--- config.mk ---
export PLATFORM = sky130hd
export DESIGN_NAME = mul_share_ctrl
export DESIGN_NICKNAME = d
export VERILOG_FILES = /design/src/rtl/mul_share_pkg.sv /design/src/rtl/mul_share_ctrl_arb.sv /design/src/rtl/mul_share_ctrl.sv
export SDC_FILE = /design/constraint.sdc
export NUM_CORES = 1
export LEC_CHECK = 0
export CAP_MARGIN = 20
export CORE_MARGIN = 1
export CORE_UTILIZATION = 40
export CTS_CLUSTER_DIAMETER = 50
export DETAILED_ROUTE_END_ITERATION = 7
export GPL_TIMING_DRIVEN = 0
export PLACE_DENSITY = 0.8
export SLEW_MARGIN = 20
export SYNTH_ARGS = -nofsm -noshare
export SYNTH_HDL_FRONTEND = slang
export SYNTH_SLANG_ARGS = --single-unit
export TNS_END_PERCENT = 5
--- constraint.sdc ---
create_clock -name clk -period 2.1 [get_ports clk]
set_clock_uncertainty 0.15 [all_clocks]
set_input_delay 0.315 -clock clk [delete_from_list [all_inputs] [get_ports clk]]
set_output_delay 0.315 -clock clk [all_outputs]
set_load 0.005 [all_outputs]
--- src/rtl/mul_share_pkg.sv ---
// Shared types and helpers for the shared multiplier controller.
// Provides the FSM state enum, operand/product widths and the round-robin picker.
package mul_share_pkg;

  typedef enum logic [1:0] {
    IDLE  = 2'd0,
    ISSUE = 2'd1,
    WAIT  = 2'd2,
    RESP  = 2'd3
  } state_t;

  localparam int OPW    = 16;
  localparam int PRODW  = 32;
  localparam int MAXREQ = 8;
  localparam int IXW    = 3;

  // First valid index at or after ptr, wrapping modulo n.
  function automatic logic [IXW-1:0] rr_pick(
    input logic [MAXREQ-1:0] valid,
    input logic [IXW-1:0]    ptr,
    input int                n
  );
    logic [IXW-1:0] pick;
    logic           hit;
    int             idx;
    pick = '0;
    hit  = 1'b0;
    for (int k = 0; k < MAXREQ; k++) begin
      idx = (int'(ptr) + k) % n;
      if (!hit && k < n && valid[idx[IXW-1:0]]) begin
        pick = IXW'(idx);
        hit  = 1'b1;
      end
    end
    return pick;
  endfunction

endpackage

--- src/rtl/mul_share_ctrl_arb.sv ---
// Combinational round-robin arbiter for the shared multiplier.
// Ports: valid/ptr in; one-hot grant, granted index and any-valid out.
module rr_arbiter
  import mul_share_pkg::*;
#(
  parameter int NREQ = 2,
  parameter int ID_W = 1
) (
  input  logic [NREQ-1:0] valid,
  input  logic [ID_W-1:0] ptr,
  output logic [NREQ-1:0] grant,
  output logic [ID_W-1:0] idx,
  output logic            any
);

  logic [IXW-1:0] pick;

  always_comb begin
    pick  = rr_pick(MAXREQ'(valid), IXW'(ptr), NREQ);
    idx   = ID_W'(pick);
    any   = |valid;
    grant = '0;
    for (int i = 0; i < NREQ; i++)
      grant[i] = any && (int'(pick) == i);
  end

endmodule

--- src/rtl/mul_share_ctrl.sv ---
// Shares one iterative 16x16 multiplier among NREQ requesters (round-robin).
// Ports: req_* valid/ready in, resp_* tagged product out, mul_* engine side, busy.
// Option: MUL_SHARE_ZERO_BYPASS_EN answers zero-operand ops without the engine.
module mul_share_ctrl
  import mul_share_pkg::*;
#(
  parameter int NREQ    = 2,
  parameter int ID_W    = (NREQ > 1) ? $clog2(NREQ) : 1,
  parameter int TMO_CYC = 64
) (
  input  logic             clk,
  input  logic             reset_n,
  input  logic [NREQ-1:0]  req_valid,
  output logic [NREQ-1:0]  req_ready,
  input  logic [NREQ*32-1:0] req_a,
  input  logic [NREQ*32-1:0] req_x,
  output logic             resp_valid,
  input  logic             resp_ready,
  output logic [ID_W-1:0]  resp_id,
  output logic [PRODW-1:0] resp_data,
  output logic             resp_err,
  output logic             mul_start,
  output logic [31:0]      mul_a,
  output logic [31:0]      mul_x,
  input  logic             mul_done,
  input  logic [31:0]      mul_result,
  output logic             busy
);

  localparam int TW = (TMO_CYC > 1) ? $clog2(TMO_CYC) : 1;
  localparam logic [TW-1:0] TLAST = TW'(TMO_CYC - 1);

  state_t          state, nxt;
  logic [ID_W-1:0] rr_ptr, gidx, nxt_ptr;
  logic [NREQ-1:0] grant;
  logic            any;
  logic [31:0]     a_sel, x_sel;
  logic [TW-1:0]   timer;
  logic            tmo;
  logic            skip;

  rr_arbiter #(.NREQ(NREQ), .ID_W(ID_W)) u_arb (
    .valid (req_valid),
    .ptr   (rr_ptr),
    .grant (grant),
    .idx   (gidx),
    .any   (any)
  );

  always_comb begin
    a_sel = '0;
    x_sel = '0;
    for (int i = 0; i < NREQ; i++) begin
      if (grant[i]) begin
        a_sel = req_a[i*32 +: 32];
        x_sel = req_x[i*32 +: 32];
      end
    end
  end

`ifdef MUL_SHARE_ZERO_BYPASS_EN
  assign skip = (a_sel[OPW-1:0] == '0) || (x_sel[OPW-1:0] == '0);
`else
  assign skip = 1'b0;
`endif

  assign tmo     = (timer == TLAST);
  assign nxt_ptr = (gidx == ID_W'(NREQ - 1)) ? '0 : gidx + 1'b1;

  always_ff @(posedge clk or negedge reset_n) begin
    if (!reset_n) state <= IDLE;
    else          state <= nxt;
  end

  always_comb begin
    nxt = state;
    unique case (state)
      IDLE:    if (any) nxt = skip ? RESP : ISSUE;
      ISSUE:   nxt = WAIT;
      WAIT:    if (mul_done || tmo) nxt = RESP;
      RESP:    if (resp_ready) nxt = IDLE;
      default: nxt = IDLE;
    endcase
  end

  always_comb begin
    req_ready  = '0;
    mul_start  = 1'b0;
    resp_valid = 1'b0;
    busy       = (state != IDLE);
    unique case (state)
      IDLE:    req_ready  = grant;
      ISSUE:   mul_start  = 1'b1;
      RESP:    resp_valid = 1'b1;
      default: ;
    endcase
  end

  always_ff @(posedge clk or negedge reset_n) begin
    if (!reset_n) begin
      rr_ptr    <= '0;
      mul_a     <= '0;
      mul_x     <= '0;
      resp_id   <= '0;
      resp_data <= '0;
      resp_err  <= 1'b0;
      timer     <= '0;
    end else begin
      unique case (state)
        IDLE: if (any) begin
          mul_a   <= a_sel;
          mul_x   <= x_sel;
          resp_id <= gidx;
          rr_ptr  <= nxt_ptr;
          if (skip) begin
            resp_data <= '0;
            resp_err  <= 1'b0;
          end
        end
        ISSUE: timer <= '0;
        // A done arriving on the expiry cycle still wins.
        WAIT: begin
          if (mul_done) begin
            resp_data <= mul_result;
            resp_err  <= 1'b0;
          end else if (tmo) begin
            resp_data <= '0;
            resp_err  <= 1'b1;
          end else begin
            timer <= timer + 1'b1;
          end
        end
        default: ;
      endcase
    end
  end

endmodule

Yosys cells after proc, flatten, opt, wreduce, memory -nomap -nowiden
Index checks and enable logic that the tools add are counted.

Input port bits: 166. Register bits after elaboration: 107. Output and inout port bits: 103.

Add/subtract/negate cells: 3. $lt $le $gt $ge: 2. Reductions and logical operators: 15. Equality and inequality tests: 10. Mux-type cells: 26. Bitwise operators: 1.

Operators with widths (count): $mux W32 (6); $mux W6 (2); $pmux W6 S2 (1); $mux W1 (10); $ne A2 B2 Y1 const B (5); $mux W2 (4); $pmux W2 S4 (1); $add A6 B1 Y6 const B (1); $eq A6 B6 Y1 const B (1); $reduce_and A3 Y1 (2); $reduce_bool A2 Y1 (3); $eq A2 B2 Y1 const B (2); $lt A1 B4 Y1 const B (1); $lt A3 B4 Y1 const B (1); $reduce_and A2 Y1 (2); $eq A3 B2 Y1 const B (1); $logic_and A1 B1 Y1 (3); $logic_not A3 Y1 (1); $mux W3 (1); $add A1 B1 Y1 const B (2); $bmux W1 S2 (1); $eq A2 B1 Y1 const B (1); $logic_not A2 Y1 (1); $reduce_or A2 Y1 (1); 3 further kinds (3).

Longest topological paths before layout
Depth in word-level cells: 10. Mapped depth: 8.

Modules after synthesis
A second synthesis with hierarchy kept.

Cell total of the unflattened synthesis: 499. Area total of the unflattened synthesis: 4702.0 um2.

Modules (own cells, without submodules): mul_share_ctrl (instances 1, cells each 494, area each 4669.5 um2); rr_arbiter (instances 1, cells each 5, area each 32.5 um2).

Worst setup path before layout
Ideal clock, no wire load.

Kind: flip-flop to flip-flop. From: reg state[0]. To: reg resp_data[5]. Clock period less this slack: 1755 ps. Setup slack: 345 ps. Stages on the path, launching flop included: 6. Setup time: 126 ps. Arrival time: 1479 ps. Path buffers: 1. Cells stage by stage: dfrtp_1 -> inv_1 -> ha_1 -> clkinv_1 -> buf_1 -> a221o_1.

Longest elaborated chain between the ends: 2.

RTL lines: from (decl) (RTL line mul_share_ctrl.sv:33) `state_t state, nxt;`; from (signal assigned) (RTL line mul_share_ctrl.sv:72) `else state <= nxt;`; $eq A2 B2 Y1 (RTL line mul_share_ctrl.sv:109) `unique case (state)`; $reduce_and A2 Y1 (no line); to (signal assigned) (RTL line mul_share_ctrl.sv:124) `resp_data <= mul_result;`; to (decl) (RTL line mul_share_ctrl.sv:20) `output logic [PRODW-1:0] resp_data,`.

Every way passes these cells. A chain may end at the register's enable or synchronous reset.

Worst setup path in the final report
From: reg state[0]. To: out resp_valid.

Longest elaborated chain between the ends: 2.

RTL lines: $eq A2 B2 Y1 (RTL line mul_share_ctrl.sv:91) `unique case (state)`; $mux W1 (RTL line mul_share_ctrl.sv:91); to (decl) (RTL line mul_share_ctrl.sv:17) `output logic resp_valid,`.

Every way passes these cells.

==> summary.md <==
| Metric | Value |
|---|---|
| Leak Pwr | `0.00359 uW` |
| Yosys top cell by area | `dfrtp_1` |
| #FFs+latches synth | `107` |
| Final core area utilization | `67.9%` |
| Cells after Synth | `513` |
| CP Data Arrival Time | `1580 ps` |
| I/O pin cnt | `269` |
| Worst Path Required | `1630 ps` |
| Crit path cell chain | `buf_4 -> ha_1 -> clkdlybuf4s50_1` |
| CTS tree | `done` |
| Delay-heaviest family, CP | `buffers and inverters` |
| Final Critical Period | `2050 ps` |
| Clock Root Buffer | `clkbuf_16` |
| Area of the mapped netlist | `5310 um^2` |
| Setup CP Type | `reg2out` |
| Die height | `117 um` |
| Slew headroom | `67.4%` |
| Post-Place Setup Slack | `-634 ps` |
| DR pass1 iterations | `5` |
| Post-route antenna net violation count | `0` |
| Via density | `5.53` |
| # diodes | `0` |
| Initial antenna violation count | `0` |
| Largest net degree at the start of global routing | `66` |
| Slowest stage cell, crit path | `clkdlybuf4s50_1` |
| Sequential cell area | `2680 um^2` |
| Average size of a mapped cell | `10.3 um^2` |
| Setup TNS Final | `0 ps` |
| Fmax | `488 MHz` |
| RSZ-0062 raised after global routing | `no` |
| Seq/Total Area, Yosys | `50.5%` |
| Detailed Place HPWL | `14200 um` |
| Worst setup margin | `50.7 ps` |
| Drt total wl | `18600 um` |
| Tot GR Track Use | `26.5%` |
| Critical path fanouts, max | `3` |
| Final period util | `97.6%` |
| Peak supply drop | `0.520 mV` |
| # DRC | `0` |
| Die area | `13700 um^2` |
| Actual slew at the worst max-slew pin | `488 ps` |
| Main area contributors after synthesis | `dfrtp_1, a32oi_1, a221o_1` |
| Clock tree sinks | `107` |
| Count leader, synth | `dfrtp_1` |
| Vias in the first global route | `5252` |
| Post-synth top area share | `50.5%` |
| Die width | `117 um` |
| Commonest cells post-synth | `dfrtp_1, nand2_1, a32oi_1` |
| Max-cap violations | `0` |
| CTS H-tree depth | `3` |
| Post-synth top flop | `dfrtp_1` |
| Final hold vios | `0` |
| Area delta synth->final | `63.5%` |
| Vias | `5433` |
| Share of post-route cells with drive strength above 1 | `9.01%` |
| Post-synthesis cell type count | `41` |
| Power per Cell Area | `1160 nW/um^2` |
| Post-layout nets | `977` |
| Global-route wire length before repair | `27500 um` |
| WP buf/inv | `2` |
| Yosys warns | `0` |
| Ys async rst share | `100%` |
| Status | `completed` |
| Max Root-Sink Buffers | `2` |
| Slowest stage delay, CP | `470 ps` |
| CP endpoint kind | `output port` |
| Gpl congestion | `0.865` |
| WL per Instance | `18.9 um` |
| # setup viols final | `0` |
| Skew-Pair Late Insertion Delay | `350 ps` |
| Port Buffers | `268` |
| Area of the multi-input gates | `2330 um^2` |
| Fillers | `937` |
| Number of synthesized flops with an enable pin | `0` |
| Gr ovfl total | `0` |
| Power Total | `10100 uW` |
| Syn_nets | `685` |
| Reg clk slew, reported paths | `80 ps` |
| Worst hold path type | `in2async` |
| Worst hold slack | `296 ps` |
| Slew Limit Fails | `0` |
| TritonCTS Buffers | `9` |
| Initial drt markers | `329` |
| Row cnt | `41` |
| Element type at the critical path start | `flip-flop` |
| CORE AREA | `12800 um^2` |
| Initial Utilization | `41.5%` |
## cell usage in the layout (no fill, tap or decap), drive strengths merged, types with 3 or more instances in the layout
cell	Yosys	final
a21oi	7	7
o21ai	65	65
and3	36	36
clkbuf	24	33
a311oi	3	3
buf	28	41
clkdlybuf4s50	0	262
dlygate4sd2	0	3
a221o	32	32
o211ai	5	5
nand3	3	3
inv	5	8
a32oi	64	64
nand2	66	66
dfrtp	107	107
ha	6	6
nor2b	17	17
and2b	17	17
nor2	3	3
a31oi	3	3
and2	4	4
## per-layer routing
metal  vias to the layer above  wire (um)  part of all wire (%)  track usage (%)
met3                        44        952                   5.1             4.69
met4                         0        568                   3.1             10.8
met2                       206       9230                    50             44.0
met1                      2649       7810                    42             34.4
met5                         -          0                     0                0
li1                       2534          -                     -                -
## metrics by stage
stage          cells  cell area, um^2
2_1_floorplan    513             5310
6_report         982             8670
3_3_place_gp     953             8200
4_1_cts          978             8630
3_5_place_dp     954             8230
5_1_grt          982             8670
## report_power, final
group / switching (uW) / internal, uW
Sequential: 500 / 2880
Clock: 822 / 947
Combinational: 2150 / 2790
Total: 3470 / 6610
## worst reg2reg max path: stages, from the launching register on
cell and delay, ps:
dfrtp_1 390, inv_2 80, ha_4 180, o21ai_1 140, buf_2 290, clkbuf_1 400
nand2_1 110, o21ai_1 100
## registers in the layout (all words and copies together), names as in the netlist
signal / cells
mul_a: 32
rr_ptr: 1
timer: 6
state: 2
resp_err: 1
mul_x: 32
resp_data: 32
resp_id: 1
## path summary, 6_finish.rpt
path / startpoint / endpoint / slack [ps] / cells past startpoint
setup / recovery: state[0] / resp_valid / 50 / 3
hold / removal: reset_n / resp_data[5] / 300 / 2
setup reg to reg: state[0] / mul_a[21] / 190 / 7
hold reg to reg: resp_id / resp_id / 320 / 1
max in group asynchronous: reset_n / mul_a[0] / 820 / 3
min in group clk: resp_id / resp_id / 320 / 1
## kinds of logic after synthesis
family | Yosys count | synth area share, %
compound gates | 187 | 26.3
fa+ha+maj | 6 | 1.41
buf+inv | 59 | 6.01
flops | 107 | 50.5
simple gates | 154 | 15.8
## what timing repair did
item / 4_1_cts / 5_1_grt
endpoints found under the hold margin: 42 / 0
pin swaps: 1 / 0
setup buffers: 8 / 4
setup endpoints to repair: 33 / 31
hold buffers: 1 / 0
gates resized for setup: 13 / 6
## cell type report
| cell class | count | area share [%] |
|---|---|---|
| buffer | 52 | 3.51 |
| multi-input combinational | 347 | 26.9 |
| timing repair buffer | 282 | 32.4 |
| tap | 172 | 2.48 |
| clock buffer | 9 | 2.60 |
| clock inverter | 7 | 0.967 |
| inverter | 6 | 0.303 |
| sequential | 107 | 30.9 |
Note: power is estimated with default switching activity, not from simulation.
